**config.mk**
```make
export PLATFORM = sky130hd
export DESIGN_NAME = glitch_sweep_ctrl
export DESIGN_NICKNAME = d
export VERILOG_FILES = /design/src/rtl/glitch_sweep_ctrl.sv
export SDC_FILE = /design/constraint.sdc
export NUM_CORES = 1
export LEC_CHECK = 0
export ABC_CLOCK_PERIOD_IN_PS = 15600
export CELL_PAD_IN_SITES_DETAIL_PLACEMENT = 1
export CELL_PAD_IN_SITES_GLOBAL_PLACEMENT = 2
export CORE_MARGIN = 2
export CORE_UTILIZATION = 33
export CTS_CLUSTER_SIZE = 28
export DETAILED_ROUTE_END_ITERATION = 8
export PLACE_DENSITY_LB_ADDON = 0.1
export SLEW_MARGIN = 25
export SYNTH_ARGS = -nofsm -noshare
export SYNTH_HDL_FRONTEND = slang
export SYNTH_SLANG_ARGS = --single-unit
```
**constraint.sdc**
```tcl
create_clock -name clk -period 15.6 [get_ports clk]
set_input_delay 3.12 -clock clk [delete_from_list [all_inputs] [get_ports clk]]
set_output_delay 3.12 -clock clk [all_outputs]
set_load 0.03 [all_outputs]
```
**src/rtl/glitch_sweep_ctrl.sv**
```systemverilog
`default_nettype none
// ============================================================================
//  Module   : glitch_sweep_ctrl
//  Brief    : Sweeps a 2-D (offset, duration) glitch parameter space. Each
//             attempt resets the target, arms the offset counter, waits for
//             the glitch window to close (or times out), settles, and then
//             hands the result out over a valid/ready handshake.
//  Revision : 1.0 - initial release
// ============================================================================
module glitch_sweep_ctrl #(
    parameter int unsigned RST_CYCLES     = 10_000_000,
    parameter int unsigned TIMEOUT_CYCLES = 100_000_000
) (
    input  logic        clk,
    input  logic        rst,
    input  logic        start,
    input  logic        abort,
    input  logic [31:0] ofs_start,
    input  logic [31:0] ofs_end,
    input  logic [31:0] ofs_step,
    input  logic [31:0] dur_start,
    input  logic [31:0] dur_end,
    input  logic [31:0] dur_step,
    input  logic [31:0] settle_cycles,
    input  logic        glitch_done,
    output logic        target_reset,
    output logic        start_offset_counter,
    output logic [31:0] offset,
    output logic [31:0] duration,
    output logic        res_valid,
    input  logic        res_ready,
    output logic [31:0] res_ofs,
    output logic [31:0] res_dur,
    output logic        res_timeout,
    output logic        busy,
    output logic        sweep_done
);

    // A zero-length hold/timeout makes no sense; treat it as one cycle.
    localparam int unsigned c_RST_EFF  = (RST_CYCLES == 0) ? 1 : RST_CYCLES;
    localparam int unsigned c_TO_EFF   = (TIMEOUT_CYCLES == 0) ? 1 : TIMEOUT_CYCLES;
    localparam logic [31:0] c_RST_LAST = 32'(c_RST_EFF - 1);
    localparam logic [31:0] c_TO_LAST  = 32'(c_TO_EFF - 1);

    typedef enum logic [2:0] {
        S_IDLE   = 3'd0,
        S_RESET  = 3'd1,
        S_ARM    = 3'd2,
        S_WAIT   = 3'd3,
        S_SETTLE = 3'd4,
        S_REPORT = 3'd5,
        S_NEXT   = 3'd6
    } state_t;

    state_t      r_state;
    logic [31:0] r_cnt;

    // Bounds captured at start; ofs_start needs no copy because it is loaded
    // straight into r_offset and never needed again.
    logic [31:0] r_ofs_end;
    logic [31:0] r_ofs_step;
    logic [31:0] r_dur_start;
    logic [31:0] r_dur_end;
    logic [31:0] r_dur_step;
    logic [31:0] r_settle;

    logic [31:0] r_offset;
    logic [31:0] r_duration;
    logic        r_target_reset;
    logic        r_soc;
    logic        r_res_valid;
    logic [31:0] r_res_ofs;
    logic [31:0] r_res_dur;
    logic        r_res_timeout;
    logic        r_busy;
    logic        r_sweep_done;

    logic [31:0] w_dur_step_eff;
    logic [31:0] w_ofs_step_eff;
    logic [32:0] w_dur_next;
    logic [32:0] w_ofs_next;
    logic        w_dur_over;
    logic        w_ofs_over;
    logic        w_bounds_bad;

    // Next-point arithmetic in 33 bits so a carry-out always reads as "past the end".
    always_comb begin
        w_dur_step_eff = (r_dur_step == 32'd0) ? 32'd1 : r_dur_step;
        w_ofs_step_eff = (r_ofs_step == 32'd0) ? 32'd1 : r_ofs_step;
        w_dur_next     = {1'b0, r_duration} + {1'b0, w_dur_step_eff};
        w_ofs_next     = {1'b0, r_offset} + {1'b0, w_ofs_step_eff};
        w_dur_over     = (w_dur_next > {1'b0, r_dur_end});
        w_ofs_over     = (w_ofs_next > {1'b0, r_ofs_end});
        w_bounds_bad   = (ofs_start > ofs_end) || (dur_start > dur_end);
    end

    // Sweep sequencer; every output is a register updated alongside the state.
    always_ff @(posedge clk or posedge rst) begin
        if (rst) begin
            r_state        <= S_IDLE;
            r_cnt          <= 32'd0;
            r_ofs_end      <= 32'd0;
            r_ofs_step     <= 32'd0;
            r_dur_start    <= 32'd0;
            r_dur_end      <= 32'd0;
            r_dur_step     <= 32'd0;
            r_settle       <= 32'd0;
            r_offset       <= 32'd0;
            r_duration     <= 32'd0;
            r_target_reset <= 1'b0;
            r_soc          <= 1'b0;
            r_res_valid    <= 1'b0;
            r_res_ofs      <= 32'd0;
            r_res_dur      <= 32'd0;
            r_res_timeout  <= 1'b0;
            r_busy         <= 1'b0;
            r_sweep_done   <= 1'b0;
        end else begin
            r_soc        <= 1'b0;
            r_sweep_done <= 1'b0;
            if (abort && (r_state != S_IDLE)) begin
                // Abort beats everything, including a same-cycle handshake.
                r_state        <= S_IDLE;
                r_target_reset <= 1'b0;
                r_res_valid    <= 1'b0;
                r_busy         <= 1'b0;
            end else begin
                case (r_state)
                    S_IDLE: begin
                        if (start && !abort) begin
                            r_ofs_end   <= ofs_end;
                            r_ofs_step  <= ofs_step;
                            r_dur_start <= dur_start;
                            r_dur_end   <= dur_end;
                            r_dur_step  <= dur_step;
                            r_settle    <= settle_cycles;
                            r_offset    <= ofs_start;
                            r_duration  <= dur_start;
                            if (w_bounds_bad) begin
                                r_sweep_done <= 1'b1;
                            end else begin
                                r_state        <= S_RESET;
                                r_target_reset <= 1'b1;
                                r_busy         <= 1'b1;
                                r_cnt          <= 32'd0;
                            end
                        end
                    end
                    S_RESET: begin
                        if (r_cnt == c_RST_LAST) begin
                            r_state        <= S_ARM;
                            r_target_reset <= 1'b0;
                            r_soc          <= 1'b1;
                        end else begin
                            r_cnt <= r_cnt + 32'd1;
                        end
                    end
                    S_ARM: begin
                        r_state <= S_WAIT;
                        r_cnt   <= 32'd0;
                    end
                    S_WAIT: begin
                        if (glitch_done || (r_cnt == c_TO_LAST)) begin
                            // Payload is frozen here and not touched until the next attempt.
                            r_res_timeout <= ~glitch_done;
                            r_res_ofs     <= r_offset;
                            r_res_dur     <= r_duration;
                            r_cnt         <= 32'd0;
                            if (r_settle == 32'd0) begin
                                r_state     <= S_REPORT;
                                r_res_valid <= 1'b1;
                            end else begin
                                r_state <= S_SETTLE;
                            end
                        end else begin
                            r_cnt <= r_cnt + 32'd1;
                        end
                    end
                    S_SETTLE: begin
                        if (r_cnt == (r_settle - 32'd1)) begin
                            r_state     <= S_REPORT;
                            r_res_valid <= 1'b1;
                        end else begin
                            r_cnt <= r_cnt + 32'd1;
                        end
                    end
                    S_REPORT: begin
                        if (res_ready) begin
                            r_res_valid <= 1'b0;
                            r_state     <= S_NEXT;
                        end
                    end
                    S_NEXT: begin
                        if (!w_dur_over) begin
                            r_duration     <= w_dur_next[31:0];
                            r_state        <= S_RESET;
                            r_target_reset <= 1'b1;
                            r_cnt          <= 32'd0;
                        end else begin
                            r_duration <= r_dur_start;
                            if (!w_ofs_over) begin
                                r_offset       <= w_ofs_next[31:0];
                                r_state        <= S_RESET;
                                r_target_reset <= 1'b1;
                                r_cnt          <= 32'd0;
                            end else begin
                                r_state      <= S_IDLE;
                                r_busy       <= 1'b0;
                                r_sweep_done <= 1'b1;
                            end
                        end
                    end
                    default: begin
                        r_state        <= S_IDLE;
                        r_target_reset <= 1'b0;
                        r_res_valid    <= 1'b0;
                        r_busy         <= 1'b0;
                    end
                endcase
            end
        end
    end

    assign target_reset         = r_target_reset;
    assign start_offset_counter = r_soc;
    assign offset               = r_offset;
    assign duration             = r_duration;
    assign res_valid            = r_res_valid;
    assign res_ofs              = r_res_ofs;
    assign res_dur              = r_res_dur;
    assign res_timeout          = r_res_timeout;
    assign busy                 = r_busy;
    assign sweep_done           = r_sweep_done;

endmodule
`default_nettype wire

```
Word level (Yosys, flattened, before mapping)
Index checks and enable logic that the tools add are counted.

cells by class
  add/sub/neg operators = 4
  magnitude comparators = 4
  equality and inequality tests = 29
  mux-type cells = 54
  bitwise logic cells = 2
  reduce and logical (&&, ||, !) cells = 24

operators by type and width
  cell                                                                   number
  32-bit 2-to-1 mux                                                      14
  32-bit one-hot mux with 6 select lines                                 1
  32-bit one-hot mux with 2 select lines                                 2
  32-bit zero test                                                       3
  32-bit by 32-bit adder with 33-bit output                              2
  33-bit by 32-bit > comparator with 1-bit output                        2
  32-bit > comparator                                                    2
  32-bit by 1-bit adder with 32-bit output (second input constant)       1
  32-bit by 24-bit == test with 1-bit output (second input constant)     1
  32-bit by 27-bit == test with 1-bit output (second input constant)     1
  32-bit == test                                                         1
  32-bit by 1-bit subtractor with 32-bit output (second input constant)  1
  3-bit inequality test (second input constant)                          10
  1-bit 2-to-1 mux                                                       25
  3-bit 2-to-1 mux                                                       7
  3-bit one-hot mux with 7 select lines                                  1
  5-bit AND reduction                                                    4
  2-bit inequality test (second input constant)                          6
  3-bit == test (second input constant)                                  3
  3-bit AND reduction                                                    3
  1-bit one-hot mux with 4 select lines                                  2
  4-bit OR reduction                                                     2
  7-bit AND reduction                                                    1
  3-bit by 2-bit == test with 1-bit output (second input constant)       2
  other kinds (15)                                                       20

word-level totals
  register bits = 361
  input bits = 230
  output and inout bits = 134

Longest topological paths before layout
Gate-level depths: netlist (run 1).

  word-level depth = 8
  depth in mapped cells = 26
  depth with buffers taken out = 24

Least setup slack after synthesis (run 1)
OpenSTA, ideal clock, no wires.

  path kind = register to register
  start point = register r_duration[6] (netlist: duration[6])
  end point = register r_duration[23] (netlist: duration[23])
  library setup time = 0.118 ns
  arrival = 5.995 ns
  slack = 9.487 ns
  cell stages (with the launch flop) = 22
  path buffers = 2
  clock period less this slack = 6.113 ns
  path through = dfrtp_1 ha_1 a211o_1 a211o_1 and3_1 or3_1 a211o_1 a221o_1 a311oi_1 xnor2_1 ha_1 and3_1 a221oi_1 o21ai_0 o41a_1 a211oi_1 and3_1 clkbuf_1 clkbuf_1 nor2_1 a221o_1 a21o_1

on the way
  longest elaborated chain between the ends = 4

ends and longest elaborated chain
  element                                          line  text
  start, declared                                  68    logic [31:0] r_duration;
  start signal, assigned                           138   r_duration <= dur_start;
  start signal, assigned                           195   r_duration <= w_dur_next[31:0];
  start signal, assigned                           200   r_duration <= r_dur_start;
  32-bit by 32-bit adder with 33-bit output (*)    90    w_dur_next = {1'b0, r_duration} + {1'b0, w_dur_step_eff};
  33-bit by 32-bit > comparator with 1-bit output  92    w_dur_over = (w_dur_next > {1'b0, r_dur_end});
  32-bit 2-to-1 mux (*)                            194   if (!w_dur_over) begin
  32-bit one-hot mux with 2 select lines (*)       128   case (r_state)

Every way passes the cells marked *; elsewhere a longest branch is shown, timed or not.
A chain may end at the register's enable or synchronous reset.

Worst setup path in the final report (run 1)
  start point = register r_ofs_step[25]
  end point = register r_offset[23] (netlist: offset[23])

on the way
  longest elaborated chain between the ends = 6
  elaborated cells between the ends (all ways) = 9
  those cells by class = add/sub: 1; order compare: 1; eq/ne: 1; mux: 4; reduce/logical: 2

ends and longest elaborated chain
  element                                                                                         line     text
  start, declared                                                                                 61       logic [31:0] r_ofs_step;
  start signal, assigned                                                                          132      r_ofs_step <= ofs_step;
  32-bit zero test                                                                                89       w_ofs_step_eff = (r_ofs_step == 32'd0) ? 32'd1 : r_ofs_step;
  32-bit 2-to-1 mux (*)                                                                           89
  32-bit by 32-bit adder with 33-bit output (*)                                                   91       w_ofs_next = {1'b0, r_offset} + {1'b0, w_ofs_step_eff};
  33-bit by 32-bit > comparator with 1-bit output / 32-bit 2-to-1 mux (equally long branches)     93, 201
  2-bit inequality test (no line) / 32-bit 2-to-1 mux (equally long branches)                     --
  5-bit AND reduction (no line) / 32-bit one-hot mux with 2 select lines (equally long branches)  --
  end signal, assigned                                                                            137      r_offset <= ofs_start;
  end signal, assigned                                                                            202      r_offset <= w_ofs_next[31:0];
  end, declared                                                                                   67       logic [31:0] r_offset;

Every way passes the cells marked *; elsewhere a longest branch is shown, timed or not. The select of a mux whose other input is x is not followed.

==> results summary, run 1 <==
The leftover overflow at the end of global routing is 0. For this run, the detailed router's first-pass iteration total came to 4. In the final layout, the share of cells above drive strength 1 is 7.05%.

In this run the mean area of a mapped cell was 8.69 um^2. The tree built by TritonCTS fans out to 361 sinks. Gates resized during post-CTS repair numbered 0. The residual DRC count came out at 0. The cell type with the highest aggregate area in the netlist is sky130_fd_sc_hd__dfrtp_1. The flow ran to the end, and the final reports show no timing, DRC or antenna violations. The initial utilization of the core area, before any placement, comes to 33.5%. In this run the tool buffered the top-level ports with 363 buffer cells.

STA classifies the critical path startpoint as a flop. The number of setup buffers added after CTS is 0. The data arrival time of the worst path is 8.73 ns. The worst register-to-register path has a depth of 24. The final critical path takes up 53.0% of the cycle. The critical path endpoint category is a flop. The final hold slack is 0.472 ns.

The first-pass GRT wire length is 131,000 um. The relative max-transition margin came out at 27.0%. The initial DRC count came out at 1,159. The number of fillers in the final layout came out at 8,025. The count of final setup violators is 0. In the post-synthesis netlist, the biggest area contributors are sky130_fd_sc_hd__dfrtp_1 (39%), sky130_fd_sc_hd__ha_1 (11%), sky130_fd_sc_hd__nand2_1 (9.4%). The vertical die dimension is 268 um. The die is 268 um wide. The cell that appears most often on the critical path is sky130_fd_sc_hd__nand4_1. The share of the core filled with cells is 42.0%.

The worst setup path is of the reg -> reg kind. Sequential elements use 39.2% of the synthesized area. The number of antenna violations at the first check in global routing is 13.

The max-slew violation count is 0. In the synthesized netlist, the cells that appear most often are sky130_fd_sc_hd__nand2_1 (575), sky130_fd_sc_hd__dfrtp_1 (361), sky130_fd_sc_hd__ha_1 (194). The worst-margin pin slew is 1.08 ns. The root buffer cell chosen for the clock tree is sky130_fd_sc_hd__clkbuf_16. The count of pins on the block boundary came out at 364. The final hold violation count was 0. The smallest clock period supported by the final layout is computed as 8.27 ns.

The clock passes through at most 3 buffers. The total number of H-tree levels came out at 2. The congestion estimate from routability-driven global placement came to 0.837. The achievable clock frequency came out at 0.121 GHz.

The top cell type by area accounts for 39.2% of the synthesized area. The CTS buffer count came out at 47. The power density of the placed cells is 244 mW/mm^2. After routing, the total negative slack on setup checks comes to 0 ns. The routed wire length is 85,500 um. The analysis attributes to cell leakage a power of 13.6 nW. The largest net degree at the start of global routing is 139. The synthesized net count is 3,081. Counting both buffers and inverters, the worst setup path holds a total of 1.

Across the VDD grid, the largest voltage drop is 0.319 mV. Detailed routing inserted a total of 20,600 vias. The overall die area came out at 0.0720 mm^2. The predominant post-synthesis flop cell is sky130_fd_sc_hd__dfrtp_1.

The hold buffer count at cts came out at 0. The depth of the worst hold-timing path is 2. The number of rows created at floorplan is 96. The core box area came out at 0.0689 mm^2. The longest individual stage delay on the worst path came out at 0.94 ns. TritonCTS built the clock tree. In this design, the largest share of critical-path delay is due to simple AND/OR/NAND/NOR gates. Clock latency on the worst-skew pair, taken at its later pin, is 0.59 ns. The synthesized netlist cell count came out at 2,655.

Walking the worst path, the cells encountered are nor4_1 -> nand4_1 -> o21bai_1 -> ha_1 -> a211oi_1 -> o211a_1 -> nor3_1 -> o211ai_1 -> a2111oi_1 -> o21ai_0 -> o21ai_0 -> xnor2_1 -> ha_1 -> nand4_1 -> nor4_1 -> nand4_1 -> o31a_1 -> o32a_1 -> nor3_1 -> nand2_1 -> nor2_1 -> nor2_4 -> buf_12 -> mux2_2. The sum of net half-perimeters after detailed placement is 64,500 um. In the post-synthesis netlist, the cell with the most instances is sky130_fd_sc_hd__nand2_1. The clock-pin slew on the worst setup and hold paths came out at 0.06 ns.

Setup repair after global routing left no endpoint under its margin. The final layout net count came out at 3,330. The setup skew after layout came out at 0.0230 ns. The signed area change from the synthesized netlist to the final layout came out at 25.6%. The maximum net fanout on the critical path came out at 24. The total track usage is 23.5%. The async set or reset register ratio after synthesis came out at 100%. In this run the number of cells on the critical path is 24.

The number of storage elements in the synthesis netlist came out at 361. In this run the remaining antenna-violating nets after routing total 0. The via count of the first global-routing pass came out at 21,700. In the routed layout, each cell is associated on average with a via count of 5.31.

The tool flagged a number of max-cap violations equal to 0. The synthesized design contains 0 enable-type register cells. The cell area after synthesis came out at 0.0231 mm^2. The yosys synthesis warning count came out at 0. The distinct cell type count after synthesis came out at 78. The worst-path cell with the longest stage delay is sky130_fd_sc_hd__a2111oi_1. After detailed routing, the average wire length per cell comes to 22.1 um. The required time reported for the critical path endpoint came out at 16.07 ns. The tightest min-delay check is of the reg -> reg type.
## cell families after synthesis
kind of cell / share of synthesized area, %
flip-flops: 39.2
adder cells (fa/ha/maj): 10.7
XOR/XNOR: 3.45
buffers and inverters: 5.68
AO/OA/AOI/OAI: 16.0
multiplexers: 6.21
AND/OR/NAND/NOR: 18.8
## state kept, by name, summed over array words and instances, names as in the netlist, 32 cells and up
| name | count |
|---|---|
| duration | 32 |
| offset | 32 |
| r_cnt | 32 |
| r_dur_end | 32 |
| r_dur_start | 32 |
| r_dur_step | 32 |
| r_ofs_end | 32 |
| r_ofs_step | 32 |
| r_settle | 32 |
| res_dur | 32 |
| res_ofs | 32 |
## stage by stage
stage               power [mW]  setup slack, ns  instance area [um^2]  instances
global placement          5.83             6.72                 27400       3784
detailed placement        5.96             7.17                 27400       3784
finish                    7.06             7.33                 29000       3875
floorplan                 4.48             2.46                 23100       2655
global route              7.63             6.70                 29000       3872
CTS                       7.11             7.13                 28900       3867
## final cells by class
| type | instances | area, um^2 | share of cell area (%) |
|---|---|---|---|
| Multi-Input combinational cell | 1953 | 12800 | 44.3 |
| Sequential cell | 361 | 9030 | 31.2 |
| Timing Repair Buffer | 380 | 3800 | 13.1 |
| Clock buffer | 77 | 1450 | 5.01 |
| Tap cell | 931 | 1160 | 4.02 |
| Inverter | 161 | 612 | 2.11 |
| Clock inverter | 6 | 72.6 | 0.250 |
| Antenna cell | 6 | 15.0 | 0.0518 |
## power by group
part | switching [mW] | internal [mW] | total [mW]
sequential | 0.400 | 1.33 | 1.72
clock | 0.445 | 0.647 | 1.09
combinational | 2.55 | 1.70 | 4.25
## placed cells by master, fill, tap and decap left out, types with 46 or more instances in the layout
master / n
sky130_fd_sc_hd__o31ai_1: 57
sky130_fd_sc_hd__nand3_1: 46
sky130_fd_sc_hd__a21o_1: 67
sky130_fd_sc_hd__ha_1: 194
sky130_fd_sc_hd__nand2_1: 572
sky130_fd_sc_hd__mux2_2: 88
sky130_fd_sc_hd__o21ai_0: 146
sky130_fd_sc_hd__xnor2_1: 54
sky130_fd_sc_hd__nor2_1: 116
sky130_fd_sc_hd__clkdlybuf4s50_1: 363
sky130_fd_sc_hd__dfrtp_1: 361
sky130_fd_sc_hd__inv_1: 160
sky130_fd_sc_hd__a21oi_1: 109
sky130_fd_sc_hd__clkbuf_16: 48
## tightest hold or removal path, stage by stage, from the launching register on
cell                      delay (ns)
sky130_fd_sc_hd__dfrtp_1        0.34
sky130_fd_sc_hd__nand2_1        0.05
sky130_fd_sc_hd__nand2_1        0.05
## worst paths after layout
kind                            slack [ns]              to      startpoint
worst min register to register        0.47  r_dur_start[5]  r_dur_start[5]
max in group asynchronous            10.49    duration[16]             rst
worst max register to register        7.33      offset[23]  r_ofs_step[25]
worst min-delay path                  0.47  r_dur_start[5]  r_dur_start[5]
min in group asynchronous             2.99     res_ofs[29]             rst
worst max-delay path                  7.33      offset[23]  r_ofs_step[25]
## routing by layer
metal / share of wire [%] / vias up / GRT usage [%]
li1: - / 9739 / -
met1: 47 / 10300 / 32.5
met2: 46 / 374 / 38.5
met3: 4.2 / 108 / 3.61
met4: 2.2 / 10 / 6.04
met5: 0.070 / - / 0
Power figures use the tool's default switching activity.
==> run 2: changes to the inputs <==
Settings changed: ABC_CLOCK_PERIOD_IN_PS 15600 to 7200, CORE_UTILIZATION 33 to 30.
Clock period 15.6 ns to 7.2 ns, I/O delays scaled along.
==> run 2 against run 1 <==
Compared with the run above: combinational power is 120% higher; hold slack better by 0.00052 ns; power is 130% higher; flip-flop and latch count stayed put; largest cell class unchanged.
==> results summary, run 2 (synthesis gave the netlist of run 1 again) <==
The final hold violation count came to 0. The longest individual stage delay on the worst path is 0.50 ns. The count of final setup violators came out at 0.

The total leakage power came out at 13.8 nW. After detailed routing, the number of remaining DRC violations is 0. The clock period minus final worst setup slack came out at 6.88 ns. The buffer and inverter count on the worst path came out at 2.

The worst hold path belongs to the class reg -> reg. The worst-margin pin slew came out at 0.990 ns. In the global route stage, met1 resource usage came out at 30.6%. The total track usage came out at 22.1%. The summed negative setup slack over all endpoints came out at 0 ns. The category of the critical setup timing path is reg -> reg. The number of clock sinks came out at 361. The critical path startpoint category is a flop. Across the run, the number of max-cap violations was 0.

The worst-skew pair later-pin latency is 0.59 ns. The setup skew after layout is 0.0265 ns. The first-pass GRT wire length is 136,000 um.

The overall die area came out at 0.0791 mm^2. The count of pins on the block boundary is 364. Data arrives at the worst endpoint at 7.32 ns. The total power after layout came out at 16.0 mW. The leading cell type in the layout, fill and taps excluded is sky130_fd_sc_hd__nand2_1. The global-route met3 utilization is 3.30%. The floorplan has 101 rows. The number of placed instances, taps included, is 3,904. The count of input and output buffers came out at 363.

The critical path endpoint category is a flop. The required time reported for the critical path endpoint came out at 7.65 ns. The cell that appears most often on the critical path is sky130_fd_sc_hd__a211o_1. The via count of the first global-routing pass came to 21,800. The core box area came out at 0.0761 mm^2. The family with the most delay on the worst path is compound AO/OA/AOI/OAI gates.

TritonCTS built the clock tree. The flow ran to the end, and the final reports show no timing, DRC or antenna violations. IR analysis of the VDD net gives a maximum drop of 0.620 mV.

In this run the deepest clock path goes through 3 buffers. The maximum net fanout on the critical path is 27. The hold buffer count at cts is 0. Power spread over the standard cell area amounts to 539 mW/mm^2.

In this run the vertical extent of the chip is 281 um. The clock-pin slew on the worst setup and hold paths came out at 0.06 ns. The congestion estimate from routability-driven global placement came to 0.854. Measured against its own limit, the worst slew margin works out to 34.0%. The signed area change from the synthesized netlist to the final layout came out at 28.3%. The number of antenna violations at the first check in global routing is 7. The average via count per standard cell is 5.14. The initial DRC count is 1,186.

Static timing analysis puts the maximum clock frequency at 0.145 GHz. The sum of net half-perimeters after detailed placement is 67,000 um. The post-route netlist has 8.30% of its cells at a drive strength greater than 1. The final worst-path cycle share came out at 95.5%. The horizontal extent of the die is 281 um. The largest net degree at the start of global routing came out at 156. The met2 routing resource usage after global routing is 36.5%. The number of setup buffers added after CTS came out at 0. The max-slew violation count is 0.

The layer flagged by global routing as most heavily used is met2. Counting the fill cells in the layout gives 8,800. The initial core utilization came out at 30.3%. The routed wire length is 87,700 um.

The total number of H-tree levels came out at 2. After the flow finishes, the layout carries non-filler instances totaling 3,996. After detailed routing, the average wire length per cell comes to 22.0 um.

Summed over all layers, the global routing overflow is 0. The CTS buffer count came out at 49. The worst-path cell with the longest stage delay is sky130_fd_sc_hd__or3_1. The final layout contains 3,352 nets.

For this run, the detailed router's first-pass iteration total came to 5. The detail route stage leaves a number of antenna-violating nets equal to 0. The routed layout has 20,500 vias. The master cell of the clock root buffer is sky130_fd_sc_hd__clkbuf_16.

The top cell types in the final layout, fill and taps aside, are sky130_fd_sc_hd__nand2_1 (572), sky130_fd_sc_hd__clkdlybuf4s50_1 (363), sky130_fd_sc_hd__dfrtp_1 (361), sky130_fd_sc_hd__ha_1 (194), sky130_fd_sc_hd__inv_1 (160).
==> run 2: routing by layer <==
metal,up-vias,part of all wire (%),wire length [um]
met5,-,0.073,64
met4,10,1.9,1710
met3,101,3.6,3190
met2,340,47,41100
met1,10300,48,41700
li1,9775,-,-
==> run 2: layout make-up <==
class	instances	area (um^2)	share of cell area (%)
Multi-Input combinational cell	1953	12900	43.5
Inverter	161	608	2.05
Antenna cell	3	7.51	0.0254
Sequential cell	361	9030	30.5
Timing Repair Buffer	400	4010	13.5
Tap cell	1030	1290	4.36
Clock inverter	15	282	0.951
Clock buffer	73	1500	5.06
==> run 2: worst paths after layout <==
check                                start            to  slack [ns]  cells past startpoint
max                         r_dur_step[31]   duration[7]        0.32                     25
min                        r_dur_start[28]  duration[28]        0.47                      2
max reg2reg                 r_dur_step[31]   duration[7]        0.32                     25
min reg2reg                r_dur_start[28]  duration[28]        0.47                      2
max in group asynchronous              rst   res_dur[29]        4.47                      4
min in group asynchronous              rst   r_settle[4]        1.32                      2
==> run 2: stage by stage <==
| stage | area, um^2 | setup WS, ns | hold WS [ns] | utilization [%] |
|---|---|---|---|---|
| 5_1_grt | 29600 | -0.00728 | 0.493 | 38.9 |
| 2_1_floorplan | 23100 | 0.920 | 0.439 | - |
| 3_5_place_dp | 27700 | -0.126 | 0.462 | 36.4 |
| 4_1_cts | 29500 | 0.0275 | 0.477 | 38.8 |
| 6_report | 29600 | 0.322 | 0.472 | 38.9 |
| 3_3_place_gp | 27700 | 0.192 | 0.455 | 36.4 |
==> run 2: tightest hold or removal path, cell delays in order (launching register included) <==
cell,delay [ns]
sky130_fd_sc_hd__dfrtp_1,0.35
sky130_fd_sc_hd__nand2_1,0.05
sky130_fd_sc_hd__nand2_1,0.05
==> run 2: what timing repair did <==
action,in CTS,in global routing
gates resized for setup,3,10
endpoints found under the hold margin,0,0
pin swaps,0,2
endpoints found under the setup margin,55,99
==> run 2: power breakdown <==
group / switching, mW / internal [mW] / total, mW
clock network: 0.986 / 1.71 / 2.70
logic: 5.56 / 3.94 / 9.50
registers: 0.886 / 2.87 / 3.76
total: 7.43 / 8.53 / 16.0
